--- src/rtl/byte_serial_adder.sv ---
`default_nettype none
// ============================================================================
// Module   : byte_serial_adder (+ kogge_stone_adder_8bits slice)
// Purpose  : WIDTH-bit adder built from one 8-bit Kogge-Stone slice reused
//            LSB-to-MSB, one byte per clock, behind a valid/ready handshake.
// Revision : 1.0 - initial release
// ============================================================================

module kogge_stone_adder_8bits (
  input  logic [7:0] operand_a,
  input  logic [7:0] operand_b,
  input  logic       cin,
  output logic [7:0] sum,
  output logic       cout
);
  logic [7:0] w_p;
  logic [7:0] w_g0;
  logic [7:0] w_g1;
  logic [7:0] w_g2;
  logic [7:0] w_g3;
  logic [7:2] w_p1;
  logic [7:4] w_p2;

  assign w_p = operand_a ^ operand_b;
  // cin is folded into bit 0's generate so the prefix tree yields carries directly
  assign w_g0 = {operand_a[7:1] & operand_b[7:1],
                 (operand_a[0] & operand_b[0]) | (w_p[0] & cin)};

  always_comb begin
    w_g1 = w_g0;
    for (int i = 1; i < 8; i++) begin
      w_g1[i] = w_g0[i] | (w_p[i] & w_g0[i-1]);
    end
    for (int i = 2; i < 8; i++) begin
      w_p1[i] = w_p[i] & w_p[i-1];
    end
  end

  always_comb begin
    w_g2 = w_g1;
    for (int i = 2; i < 8; i++) begin
      w_g2[i] = w_g1[i] | (w_p1[i] & w_g1[i-2]);
    end
    for (int i = 4; i < 8; i++) begin
      w_p2[i] = w_p1[i] & w_p1[i-2];
    end
  end

  always_comb begin
    w_g3 = w_g2;
    for (int i = 4; i < 8; i++) begin
      w_g3[i] = w_g2[i] | (w_p2[i] & w_g2[i-4]);
    end
  end

  assign sum  = w_p ^ {w_g3[6:0], cin};
  assign cout = w_g3[7];
endmodule

module byte_serial_adder #(
  parameter int WIDTH = 32
) (
  input  logic             clk,
  input  logic             rst_n,
  input  logic             in_valid,
  output logic             in_ready,
  input  logic [WIDTH-1:0] operand_a,
  input  logic [WIDTH-1:0] operand_b,
  input  logic             cin,
  output logic             out_valid,
  input  logic             out_ready,
  output logic [WIDTH-1:0] sum,
  output logic             cout,
  output logic             overflow
);
  localparam int NUM_BYTES = WIDTH / 8;
  localparam int IDX_W     = (NUM_BYTES > 1) ? $clog2(NUM_BYTES) : 1;
  localparam logic [IDX_W-1:0] c_last_idx = IDX_W'(NUM_BYTES - 1);

  typedef enum logic [1:0] {
    S_IDLE = 2'd0,
    S_CALC = 2'd1,
    S_DONE = 2'd2
  } state_t;

  state_t           r_state;
  logic [IDX_W-1:0] r_idx;
  logic             r_carry;
  logic [WIDTH-1:0] r_a;
  logic [WIDTH-1:0] r_b;
  logic [WIDTH-1:0] r_sum;
  logic             r_cout;
  logic             r_ovf;
  logic             r_out_valid;

  logic [7:0]       w_slice_sum;
  logic             w_slice_cout;

  kogge_stone_adder_8bits u_slice (
    .operand_a (r_a[8*r_idx +: 8]),
    .operand_b (r_b[8*r_idx +: 8]),
    .cin       (r_carry),
    .sum       (w_slice_sum),
    .cout      (w_slice_cout)
  );

  always_ff @(posedge clk) begin
    if (!rst_n) begin
      r_state     <= S_IDLE;
      r_idx       <= '0;
      r_carry     <= 1'b0;
      r_a         <= '0;
      r_b         <= '0;
      r_sum       <= '0;
      r_cout      <= 1'b0;
      r_ovf       <= 1'b0;
      r_out_valid <= 1'b0;
    end else begin
      case (r_state)
        S_IDLE: begin
          if (in_valid) begin
            r_a     <= operand_a;
            r_b     <= operand_b;
            r_carry <= cin;
            r_idx   <= '0;
            r_sum   <= '0;
            r_state <= S_CALC;
          end
        end
        S_CALC: begin
          r_sum[8*r_idx +: 8] <= w_slice_sum;
          r_carry             <= w_slice_cout;
          if (r_idx == c_last_idx) begin
            // Signed overflow: like-signed operands producing an opposite-signed sum
            r_cout      <= w_slice_cout;
            r_ovf       <= (r_a[WIDTH-1] == r_b[WIDTH-1]) &&
                           (w_slice_sum[7] != r_a[WIDTH-1]);
            r_out_valid <= 1'b1;
            r_state     <= S_DONE;
          end else begin
            r_idx <= r_idx + 1'b1;
          end
        end
        S_DONE: begin
          if (out_ready) begin
            r_out_valid <= 1'b0;
            r_state     <= S_IDLE;
          end
        end
        default: begin
          r_out_valid <= 1'b0;
          r_state     <= S_IDLE;
        end
      endcase
    end
  end

  assign in_ready  = (r_state == S_IDLE) & rst_n;
  assign out_valid = r_out_valid;
  assign sum       = r_sum;
  assign cout      = r_cout;
  assign overflow  = r_ovf;
endmodule

`default_nettype wire

--- config.mk ---
export PLATFORM = sky130hd
export DESIGN_NAME = byte_serial_adder
export DESIGN_NICKNAME = d
export VERILOG_FILES = /design/src/rtl/byte_serial_adder.sv
export SDC_FILE = /design/constraint.sdc
export NUM_CORES = 1
export LEC_CHECK = 0
export CELL_PAD_IN_SITES_DETAIL_PLACEMENT = 0
export CELL_PAD_IN_SITES_GLOBAL_PLACEMENT = 1
export CORE_ASPECT_RATIO = 0.5
export CORE_UTILIZATION = 40
export CTS_CLUSTER_DIAMETER = 30
export DETAILED_ROUTE_END_ITERATION = 6
export MAX_ROUTING_LAYER = met4
export PLACE_DENSITY = 0.82
export SLEW_MARGIN = 20
export SYNTH_ARGS = -nofsm -noshare
export SYNTH_HDL_FRONTEND = slang
export SYNTH_SLANG_ARGS = --single-unit
--- constraint.sdc ---
create_clock -name clk -period 7.09 [get_ports clk]
set_clock_uncertainty 0.2 [all_clocks]
set_input_delay 1.7725 -clock clk [delete_from_list [all_inputs] [get_ports clk]]
set_output_delay 1.7725 -clock clk [all_outputs]
set_load 0.02 [all_outputs]
## Word-level counts from Yosys, hierarchy flattened

Cells that the tools add are included.

- Register bits: 104

- Bitwise logic cells: 52
- Equality and inequality tests: 9
- Multiplexer cells: 15
- $add $sub $neg: 2
- Reduce and logical (&&, ||, !) cells: 9
- Shifts and indexed selects: 4

Operators with widths:

| cell | count |
|---|---|
| $pmux 32 s2 | 1 |
| $shiftx 32x6->8 | 2 |
| $neg 5->34 | 1 |
| $shift 8x34->32 const A | 1 |
| $shiftx 8x34->32 | 1 |
| $bwmux 32 | 1 |
| $mux 32 | 1 |
| $and 1x1->1 | 30 |
| $or 1x1->1 | 18 |
| $xor 8x8->8 | 2 |
| $mux 2 | 5 |
| $reduce_and 3->1 | 3 |
| $ne 2x2->1 const B | 4 |
| $and 7x7->7 | 1 |
| $pmux 2 s3 | 1 |
| $reduce_and 2->1 | 3 |
| $eq 2x2->1 const B | 2 |
| $pmux 2 s2 | 1 |
| $mux 1 | 3 |
| $pmux 1 s3 | 1 |
| $add 2x1->2 const B | 1 |
| $eq 2x1->1 const B | 1 |
| $logic_not 2->1 | 1 |
| $pmux 1 s2 | 1 |
| other kinds (5) | 5 |

## Depth between registers and ports, before layout

- Depth after elaboration: 12
- Depth in mapped cells: 10
- Gate-level depth less buffers: 9

## By module

Synthesis repeated with hierarchy kept, for this count alone.

- Cells, all modules: 518
- Area, all modules: 4644.5 µm²

By module, submodules not included:

| module | instances | sequential area each (µm²) | area an instance (µm²) | cells an instance |
|---|---|---|---|---|
| byte_serial_adder | 1 | 2082.0 | 4307.9 | 477 |
| kogge_stone_adder_8bits | 1 | 0.0 | 336.6 | 41 |

## Least setup slack after synthesis

OpenSTA, ideal clock, no wires.

- Path type: in2out
- From: in rst_n
- To: out in_ready
- Slack: 2383 ps
- Buffers on the path: 2
- Arrival: 2734 ps
- Stages: 4
- Cells stage by stage: clkbuf_1 -> inv_2 -> clkbuf_1 -> nor3_1

- Word-level cells in the longest chain between the ends: 1

Ends and longest elaborated chain:

| what | RTL line | text |
|---|---|---|
| from (decl) | 64 | `input logic rst_n,` |
| $and 1x1->1 | 158 | `assign in_ready = (r_state == S_IDLE) & rst_n;` |
| to (decl) | 66 | `output logic in_ready,` |

Every way passes these cells.

## Worst setup path after layout

Same ends and word-level chain as after synthesis.

==> impl_metrics.toml <==
[global_routing]
grt_pass1_wl_um = 18000
antenna_found_initial = 0
grt.total_usage_pct = 19.6
grt_max_degree = 98
grt_pass1_vias = 3621
gr-total-overflow = 0

[setup_path]
path_class = "in -> out"
cp_data_arrival_time_ns = 3.47
required_ns = 5.12
end_kind = "primary output"
cp_max_fo = 16
r2r-start = "r_idx[0]$_SDFFE_PN0P_"
critPathLaunch = "rst_n"
cp-start-kind = "input pin"

[logic_synthesis]
syn_nets = 606
synth_edf_count = 0
synthArstFlopShare_pct = 0
syn_inst = 524
ys_seq_elements = 104
netlist_top_cells_area = "dfxtp_1 (46%), nand2_1 (12%), a21oi_1 (8.4%), mux4_2 (7.9%), a22oi_1 (3.5%)"
ys.warnings.count = 0
yosysTopAreaCell = "dfxtp_1"
yosysUniqueCellTypes = 48
avgSynthCellArea_sq_um = 8.67
ys_seq_area_share_pct = 45.8
netlist_area_sq_um = 4540
synth_top_area_share_pct = 45.8
ys.flop_type = "dfxtp_1"

[routing]
drt_iter0_markers = 213
drc_errors = 8
via_per_inst = 5.12
firstDrtPassIters = 7
dr_total_vias = 3877
routed_wl_um = 10800
wl_per_cell_um = 14.2
ant_nets = 0

[clock_network]
cts-hold-fix-buffers = 0
cts_resized = 0
cts_setup_buffers = 0
clk_latency_ns = 0.34
clockBufferDepth = 2
htree_levels = 3
cts.sinks = 104
cts_made_buffers = 9
root_buffer = "clkbuf_16"
cts_tree = "done"
path_clk_slew_ns = 0.06

[floorplan]
core_sq_um = 11000
die-width_um = 153
die_y_um = 77.4
die_area_sq_um = 11800
ioPinCount = 105
start_util_pct = 41.3
rows = 27

[min_path]
hp-start = "r_a[8]$_SDFFE_PN0P_"
hp-class = "reg -> reg"

[place]
place_congestion = 0.794
numPortBuffers = 104
place_ws_ns = 1.64
post-dp-hpwl_um = 7620

[sta]
rsz0062_at_grt = "false"
relSlewSlack_pct = 34.2
maxSlewViolCount = 0
finalSetupTns_ns = 0
worstMarginPinSlew_ns = 0.986
hold_violations = 0
fin_crit_ns = 5.44
setup_viol = 0
finalCritPeriodShare_pct = 76.7
finalWorstSetupSlack_ns = 1.65
max_freq_ghz = 0.184

[power]
power.total_w = 0.00133
p_per_area_nw_per_um2 = 224
p_leak_nw = 2.12
irDropWorstVdd_uv = 119

[final_layout]
drive_gt1_share_pct = 7.68
area_growth_syn_to_layout_pct = 31.1
num-nets-final = 690
diodes = 0
final_common_cell = "nand2_1"
final_cell_mix = "nand2_1 (143), dfxtp_1 (104), clkdlybuf4s50_1 (104)"

[outcome]
violations = "DRC"
status = "finished with violations"

[job]
timing.max_cap.violations = 0
-- worst paths after layout --
| kind | endpoint | slack [ns] | cells after the start |
|---|---|---|---|
| max | in_ready | 1.65 | 4 |
| max reg2reg | sum[30]$_SDFFE_PN0P_ | 3.58 | 10 |
| min reg2reg | r_a[8]$_SDFFE_PN0P_ | 0.25 | 2 |
| min | r_a[8]$_SDFFE_PN0P_ | 0.25 | 2 |
-- cell type report --
type / count / area (sq um)
well taps: 145 / 181
multi-input cells: 376 / 2280
clock buffers: 13 / 270
inverters: 9 / 33.8
clock inverters: 2 / 37.5
repair buffers: 108 / 1070
flip-flops and latches: 104 / 2080
fillers: 1071 / 5050
-- critical path: stages --
cell and delay [ns]:
clkdlybuf4s50_1 0.86, inv_2 0.07, nor3_1 0.14, clkdlybuf4s50_1 0.62
-- layer usage --
metal	GRT usage [%]	share of wire (%)
met5	-	0
met4	4.04	0.69
met3	4.75	4.6
met2	28.9	43
met1	27.2	51
-- per-stage QoR --
stage / utilization, % / instances / area (sq um) / hold slack (ns)
final: 54.1 / 757 / 5960 / 0.253
after detailed placement: 51.3 / 742 / 5650 / 0.246
after global placement: 51.3 / 742 / 5650 / 0.240
after floorplan: - / 524 / 4540 / 0.233
after CTS: 54.1 / 757 / 5960 / 0.255
after global routing: 54.1 / 757 / 5960 / 0.277
-- sequential cells by signal, summed over array words and instances (netlist names) --
signal     flops
r_b           32
r_state        2
cout           1
r_idx          2
sum           32
r_carry        1
overflow       1
out_valid      1
r_a           32
-- report_power, final --
| group | total [W] | internal (W) | switching [W] |
|---|---|---|---|
| sequential | 0.000624 | 0.000610 | 0.0000138 |
| clock | 0.000507 | 0.000301 | 0.000206 |
| combinational | 0.000204 | 0.0000922 | 0.000111 |
-- synth_stat cells (2+ instances only) --
cell type / count
a21o_1: 3
a21oi_1: 76
a22oi_1: 21
a31oi_1: 3
a32o_1: 4
and2_1: 2
buf_1: 2
buf_2: 10
clkbuf_1: 21
dfxtp_1: 104
fa_1: 2
ha_1: 11
inv_1: 8
mux4_2: 16
nand2_1: 144
nand2b_1: 8
nand3_1: 5
nand4_1: 2
nor2_1: 32
nor2b_1: 2
nor3_1: 6
nor3_2: 2
o211ai_1: 2
o21a_1: 2
o21ai_0: 6
o21ai_1: 6
or4_1: 2
xnor2_1: 2
-- cell families after synthesis --
logic type                 count (synthesis)  share of synthesized area, %
and+or+nand+nor                          212                          19.7
buffers and inverters                     44                          4.16
DFF                                      104                          45.8
xor gates and xnor gates                   2                         0.386
adders and majority gates                 13                          3.91
muxes                                     16                          7.93
AOI/OAI and AO/OA                        133                          18.1
No activity file was read; power rests on OpenSTA's default activity.
